<file path="config.mk">
export PLATFORM = sky130hd
export DESIGN_NAME = ramb16_s9_rd_streamer
export DESIGN_NICKNAME = d
export VERILOG_FILES = /design/src/rtl/ramb_rd_pkg.sv /design/src/rtl/ramb_rd_skid2.sv /design/src/rtl/ramb16_s9_rd_streamer.sv
export SDC_FILE = /design/constraint.sdc
export NUM_CORES = 1
export LEC_CHECK = 0
export CORE_MARGIN = 3
export CORE_UTILIZATION = 55
export DETAILED_ROUTE_END_ITERATION = 6
export GPL_TIMING_DRIVEN = 0
export PLACE_DENSITY = 0.89
export SLEW_MARGIN = 15
export SYNTH_ARGS = -nofsm -noshare
export SYNTH_HDL_FRONTEND = slang
export SYNTH_SLANG_ARGS = --single-unit
</file>
<file path="constraint.sdc">
create_clock -name clk -period 6.5 [get_ports clk]
set_input_delay 1.3 -clock clk [delete_from_list [all_inputs] [get_ports clk]]
set_output_delay 1.3 -clock clk [all_outputs]
set_load 0.01 [all_outputs]
</file>
<file path="src/rtl/ramb_rd_pkg.sv">
// ramb_rd_pkg: shared FSM state type, width defaults and parity helper for the port-B streamer.
package ramb_rd_pkg;
    typedef enum logic [1:0] {IDLE, RUN, DRAIN} state_t;
    localparam int DEF_ADDR_W = 11;
    localparam int DEF_LEN_W = 12;
    function automatic logic par_ok(input logic [7:0] data, input logic par, input logic odd);
        return par == (odd ? ~^data : ^data);
    endfunction
endpackage

</file>
<file path="src/rtl/ramb_rd_skid2.sv">
// ramb_rd_skid2: 2-entry synchronous FIFO holding {last, data} beats between the BRAM and the stream.
module ramb_rd_skid2 #(
    parameter int W = 9
) (
    input  logic         clk,
    input  logic         rst_n,
    input  logic         push,
    input  logic         pop,
    input  logic [W-1:0] din,
    output logic [W-1:0] dout,
    output logic [1:0]   cnt
);
    logic [W-1:0] mem [2];
    logic wr_ptr, rd_ptr;
    assign dout = mem[rd_ptr];
    always_ff @(posedge clk) begin
        if (!rst_n) begin
            wr_ptr <= 1'b0;
            rd_ptr <= 1'b0;
            cnt <= 2'd0;
        end else begin
            if (push) begin
                mem[wr_ptr] <= din;
                wr_ptr <= ~wr_ptr;
            end
            if (pop) rd_ptr <= ~rd_ptr;
            cnt <= cnt + 2'(push) - 2'(pop);
        end
    end
endmodule

</file>
<file path="src/rtl/ramb16_s9_rd_streamer.sv">
// ramb16_s9_rd_streamer: reads a byte range from BRAM port B into a valid/ready stream.
// Optional parity checking on returned bytes is built when RAMB_RD_PARITY_CHK_EN is defined.
module ramb16_s9_rd_streamer
    import ramb_rd_pkg::*;
#(
    parameter int ADDR_W     = DEF_ADDR_W,
    parameter int LEN_W      = DEF_LEN_W,
    parameter int PARITY_ODD = 0,
    parameter int ERR_CNT_W  = 8
) (
    input  logic                 clk,
    input  logic                 rst_n,
    input  logic                 start,
    input  logic [ADDR_W-1:0]    base_addr,
    input  logic [LEN_W-1:0]     len,
    output logic                 busy,
    output logic                 done,
    output logic [ADDR_W-1:0]    addrb,
    output logic                 enb,
    output logic                 web,
    output logic                 ssrb,
    input  logic [7:0]           dob,
    input  logic                 dopb,
    output logic [7:0]           m_data,
    output logic                 m_valid,
    input  logic                 m_ready,
    output logic                 m_last,
    output logic                 par_err,
    output logic [ERR_CNT_W-1:0] err_cnt
);
    state_t state, state_nxt;
    logic [ADDR_W-1:0] base;
    logic [LEN_W-1:0] len_q, issued;
    logic inflight, inflight_last, zero_done, accept, pop, drained;
    logic [1:0] cnt;
    logic [8:0] head;

    assign accept = state == IDLE && start;
    assign pop = m_valid && m_ready;
    assign drained = !inflight && cnt == 2'd0;
    // A pop this cycle frees a slot, so reads keep flowing at one beat per cycle.
    assign enb = state == RUN && issued != len_q && ({1'b0, cnt} + {2'b0, inflight} - {2'b0, pop}) < 3'd2;
    assign addrb = base + issued[ADDR_W-1:0];
    assign web = 1'b0;
    assign ssrb = 1'b0;
    assign busy = state != IDLE;
    assign done = zero_done || (state == DRAIN && drained);
    assign m_valid = cnt != 2'd0;
    assign m_data = head[7:0];
    assign m_last = m_valid && head[8];

    always_comb begin
        state_nxt = state;
        case (state)
            IDLE:    state_nxt = accept && len != '0 ? RUN : IDLE;
            RUN:     state_nxt = issued == len_q ? DRAIN : RUN;
            DRAIN:   state_nxt = drained ? IDLE : DRAIN;
            default: state_nxt = IDLE;
        endcase
    end

    always_ff @(posedge clk) begin
        if (!rst_n) begin
            state <= IDLE;
            base <= '0;
            len_q <= '0;
            issued <= '0;
            inflight <= 1'b0;
            inflight_last <= 1'b0;
            zero_done <= 1'b0;
        end else begin
            state <= state_nxt;
            inflight <= enb;
            inflight_last <= issued == len_q - LEN_W'(1);
            zero_done <= accept && len == '0;
            if (accept) begin
                base <= base_addr;
                len_q <= len;
                issued <= '0;
            end else if (enb) begin
                issued <= issued + LEN_W'(1);
            end
        end
    end

    ramb_rd_skid2 #(.W(9)) u_skid (
        .clk  (clk),
        .rst_n(rst_n),
        .push (inflight),
        .pop  (pop),
        .din  ({inflight_last, dob}),
        .dout (head),
        .cnt  (cnt)
    );

`ifdef RAMB_RD_PARITY_CHK_EN
    always_ff @(posedge clk) begin
        if (!rst_n || accept) begin
            par_err <= 1'b0;
            err_cnt <= '0;
        end else if (inflight && !par_ok(dob, dopb, PARITY_ODD != 0)) begin
            par_err <= 1'b1;
            if (!(&err_cnt)) err_cnt <= err_cnt + ERR_CNT_W'(1);
        end
    end
`else
    logic unused_par;
    assign unused_par = dopb ^ (PARITY_ODD != 0);
    assign par_err = 1'b0;
    assign err_cnt = '0;
`endif
endmodule

</file>
Word level (Yosys, flattened, before mapping). Memories as Yosys holds them, arrays and structs flattened. A register that Yosys moved wholly into a read port is not among the register bits. Cells that the tools add are included.

Mux-type cells: 9. Reduce and logical (&&, ||, !) cells: 18. Magnitude comparators: 1. Multiply operators: 0. Divide/modulo/power cells: 0. Shift-type cells: 0. Eq/ne operators: 5. $add $sub $neg: 7. Bitwise logic cells: 3.

Operator list (count): $eq 12x12->1 (2); $add 12x1->12 const B (1); $logic_not 12->1 (1); $ne 12x12->1 (1); $reduce_bool 12->1 (1); $sub 12x1->12 const B (1); $add 11x11->11 (1); $logic_and 1x1->1 (9); $mux 1 (6); $pmux 2 s3 (1); $logic_not 2->1 (2); $mux 2 (2); $reduce_bool 2->1 (2); $add 2x1->3 (1); $lt 3x2->1 const B (1); $not 1->1 (3); $sub 3x1->3 (1); $add 2x1->2 (1); $eq 2x1->1 const B (1); $eq 2x2->1 const B (1); $reduce_or 2->1 (1); $sub 2x1->2 (1); $logic_not 1->1 (1); $logic_or 1x1->1 (1).

Input port bits: 36. Memories kept: 1. Bits in writable memories: 18. Output and inout port bits: 35. Word-level logic and storage cells: 54. Register bits: 44. ROM bits: 0. Latch bits: 0.

Memories: u_skid.mem (depth 2, bits a word 9, rd ports 1, clocked after Yosys merged registers in 1, write ports 1, line ramb_rd_skid2.sv:13) `logic [W-1:0] mem [2];`.

Logic depth before layout (Yosys ltp).
Depth in word-level cells: 5. Gate-level depth with buffers: 13. Gate-level depth less buffers: 12.

By module. A second synthesis with hierarchy kept.

Cell total of the unflattened synthesis: 334. Area total of the unflattened synthesis: 3372.0 µm².

Modules (own cells, without submodules): ramb16_s9_rd_streamer (area an instance 2502.4 µm², cells each 286, sequential area each 800.8 µm², instances 1); ramb_rd_skid2 (area an instance 869.6 µm², cells each 48, sequential area each 640.6 µm², instances 1).

Worst setup path before layout. Ideal clock, no wire load.

Kind: input -> output. Start: input port m_ready. End: output port enb. Arrival time: 3327 ps. Setup slack: 1873 ps. Path buffers: 1. Stages: 9. Cells stage by stage: and2_1 -> ha_1 -> inv_1 -> ha_1 -> fa_1 -> xnor2_1 -> or3_1 -> a31oi_2 -> buf_2.

Word-level cells in the longest chain between the ends: 4.

RTL lines: start: declaration (line ramb16_s9_rd_streamer.sv:26) `input logic m_ready,`; $logic_and 1x1->1 (line ramb16_s9_rd_streamer.sv:39) `assign pop = m_valid && m_ready;`; $sub 3x1->3 (line ramb16_s9_rd_streamer.sv:42) `assign enb = state == RUN && issued != len_q && ({1'b0, cnt} + {2'b0, inflight} - {2'b0, pop}) < 3'd2;`; $lt 3x2->1 (line ramb16_s9_rd_streamer.sv:42); $logic_and 1x1->1 (line ramb16_s9_rd_streamer.sv:42); end: declaration (line ramb16_s9_rd_streamer.sv:19) `output logic enb,`.

Every way passes these cells.

Worst setup path after layout.
Start: input port m_ready. End: output port enb.

Word-level cells in the longest chain between the ends: 4.

RTL lines: $logic_and 1x1->1 (line ramb16_s9_rd_streamer.sv:39); via pop (line ramb16_s9_rd_streamer.sv:34) `logic inflight, inflight_last, zero_done, accept, pop, drained;`; $sub 3x1->3 (line ramb16_s9_rd_streamer.sv:42); $lt 3x2->1 (line ramb16_s9_rd_streamer.sv:42); $logic_and 1x1->1 (line ramb16_s9_rd_streamer.sv:42).

The timed path passes the listed nets, and every way through them passes these cells.

==> results_dict.tcl <==
set metrics [dict create \
    yosysTopAreaCellShare_pct 26.4 \
    placed_cell_area_um2 4120 \
    syn_inst 341 \
    async_flop_share_pct 0 \
    routedWlPerCell_um 15.6 \
    cts_resized 0 \
    synth_edf_count 18 \
    hold_slack_ns 0.433 \
    port_buffers 58 \
    critical_path_class "in -> out" \
    die_w_um 84.8 \
    max_freq_mhz 172 \
    firstDrtPassIters 4 \
    routed_wl_mm 7.81 \
    via_count 2813 \
    row_count 28 \
    powerDensity_nw_per_um2 291 \
    reg2reg_from "u_skid.cnt[1]$_SDFF_PN0_" \
    yosysTopAreaCell "dfxtp_1" \
    min-delay-start "inflight_last$_SDFF_PN0_" \
    gp_congestion 0.893 \
    r2r-end "issued[1]$_SDFFE_PP0P_" \
    start_util_pct 57.3 \
    grt.total_usage_pct 22.8 \
    clk_pin_slew_ns 0.07 \
    synthFlopType "dfxtp_1" \
    worstRegToRegCells 13 \
    cts_root_buffer "clkbuf_8" \
    hold_path.class "reg -> reg" \
    hpwl_mm 5.74 \
    synth.top_cells.by_area "dfxtp_1, edfxtp_1, a22o_1" \
    clkSinkCount 63 \
    ys_seq_elements 63 \
    htreeDepth 3 \
    cp-start-kind "primary input" \
    antennaDiodeCount 0 \
    grt_pass1_wl_mm 13.1 \
    die-area_um2 7190 \
    clk_latency_ns 0.35 \
    cts_setup_buffers 0 \
    cts_tree "built" \
    cts_hold_buf 0 \
    status "complete, no violations" \
    setup_viol 0 \
    antenna_found_initial 0 \
    grt_pass1_vias 2733 \
    pin_count 71 \
    cp_max_fo 10 \
    final_hold_viol_count 0 \
    clockBufferDepth 2 \
    core-area_um2 5960 \
    synth_area_um2 3410 \
    finalCriticalPeriod_ns 5.81 \
    drtAntennaViolNets 0 \
    final.period_utilization_pct 89.4 \
    slew-limit-headroom_pct 50.6 \
    grt_overflow 0 \
    first_iter_violations 161 \
    drv_cap 0 \
    synth_cell_types 56 \
    synth-seq-area-share_pct 42.2 \
    finalMaxSlewViolations 0 \
    holdPathStages 0 \
    min_to "u_skid.mem[1][8]$_DFFE_PP_" \
    finalClockSkew_ns 0.00619 \
    via_per_inst 5.63 \
    leakagePower_nw 1.84 \
    rsz0062_at_grt "no" \
    worstMarginPinSlew_ns 0.738 \
    rrSetupSlack_ns 3.31 \
    cts-buffers-inserted 9 \
    grt_max_degree 12 \
    vdd_ir_drop_max_mv 0.179 \
    nets 472 \
    route.detailed.drc 0 \
    layout-drive-gt1-share_pct 11.1 \
    critPathRequiredTime_ns 5.20 \
    area_delta_synth_final_pct 28.5 \
    die_y_um 84.8 \
    worstPathArrival_ns 4.51 \
    synth_area_per_cell_um2 10.0 \
    finalSetupTns_ns 0 \
    worst_setup_path_end_kind "primary output" \
    final_cell_area_um2 4380 \
    ys_warn_count 0 \
]
per-stage QoR:
step / cells / setup slack (ns) / utilization [%] / power (mW)
after global routing: 500 / 0.526 / 73.6 / 1.34
final: 500 / 0.687 / 73.6 / 1.28
after CTS: 500 / 0.688 / 73.6 / 1.28
after floorplan: 351 / 1.87 / - / 0.698
after detailed placement: 484 / 0.708 / 69.2 / 0.833
after global placement: 484 / 0.728 / 69.2 / 0.820
final cells by class:
type	instances	area, um2
buffer	26	151
clock buffer	10	128
clock inverter	6	133
fill	443	1570
inverter	13	48.8
multi-input combinational	249	1810
sequential	63	1440
tap	75	93.8
timing repair buffer	58	581
power breakdown:
| part | switching [mW] | total, mW | internal, mW | leakage, nW |
|---|---|---|---|---|
| clock | 0.157 | 0.450 | 0.293 | 0.126 |
| combinational | 0.177 | 0.362 | 0.186 | 1.18 |
| sequential | 0.0254 | 0.464 | 0.438 | 0.527 |
| total | 0.359 | 1.28 | 0.917 | 1.84 |
logic make-up after synthesis:
family | share of synthesized area [%]
AO/OA/AOI/OAI | 15.0
buffers and inverters | 5.87
multiplexers | 5.02
flip-flops | 42.2
adder cells (fa/ha/maj) | 6.31
AND/OR/NAND/NOR | 16.7
other | 0.110
XOR/XNOR | 8.73
flip-flops by register name, summed over array words and instances (netlist names), named ones only:
name and flops:
base 11, len_q 12, inflight 1, u_skid.wr_ptr 1, u_skid.rd_ptr 1, issued 12, zero_done 1, u_skid.cnt 2
state 2, inflight_last 1, u_skid.mem 18
critical path: stages:
cell	delay, ns
clkdlybuf4s50_1	0.39
and2_1	0.16
ha_1	0.28
inv_1	0.04
ha_1	0.18
fa_1	0.37
xnor2_1	0.13
or3_1	0.42
a31oi_2	0.34
buf_2	0.32
clkdlybuf4s50_1	0.58
worst max-delay path by stage:
stage                 start  end
finish              m_ready  enb
global route        m_ready  enb
CTS                 m_ready  enb
detailed placement  m_ready  enb
global placement    m_ready  enb
floorplan           m_ready  enb
routing by layer:
metal / wire length, um / share of wire [%] / up-vias / track usage (%)
met5: 0 / 0 / - / 0
met1: 3530 / 45 / 1339 / 30.1
met3: 427 / 5.5 / 11 / 6.18
li1: - / - / 1378 / -
met2: 3760 / 48 / 85 / 36.4
met4: 88 / 1.1 / 0 / 7.34
Yosys cell counts (5+ instances only):
cell and instances:
xnor2_1 20, mux2i_1 7, inv_1 13, edfxtp_1 18, nand2_1 19, clkbuf_1 10
a21oi_1 9, nand4_1 5, ha_1 14, nand3_1 10, nor2_1 21, nor3_1 8
and3_1 7, and2_1 7, nor4_1 6, xor2_1 14, nand2b_1 5, mux2_2 8
dfxtp_1 45, buf_4 11, a22o_1 20, o21ai_0 6
cells in the final DEF, fill, tap and decap left out, types with 8 or more instances in the layout:
master	synthesis	layout
clkbuf_1	10	11
a22o_1	20	20
edfxtp_1	18	18
a21oi_1	9	9
nand2_1	19	19
buf_4	11	11
nor2_1	21	21
clkbuf_8	0	9
conb_1	1	11
xor2_1	14	14
mux2_2	8	8
xnor2_1	20	20
dfxtp_1	45	45
inv_1	13	13
clkdlybuf4s50_1	0	58
ha_1	14	14
nand3_1	10	10
nor3_1	8	8
(Power assumes the default switching activity.)
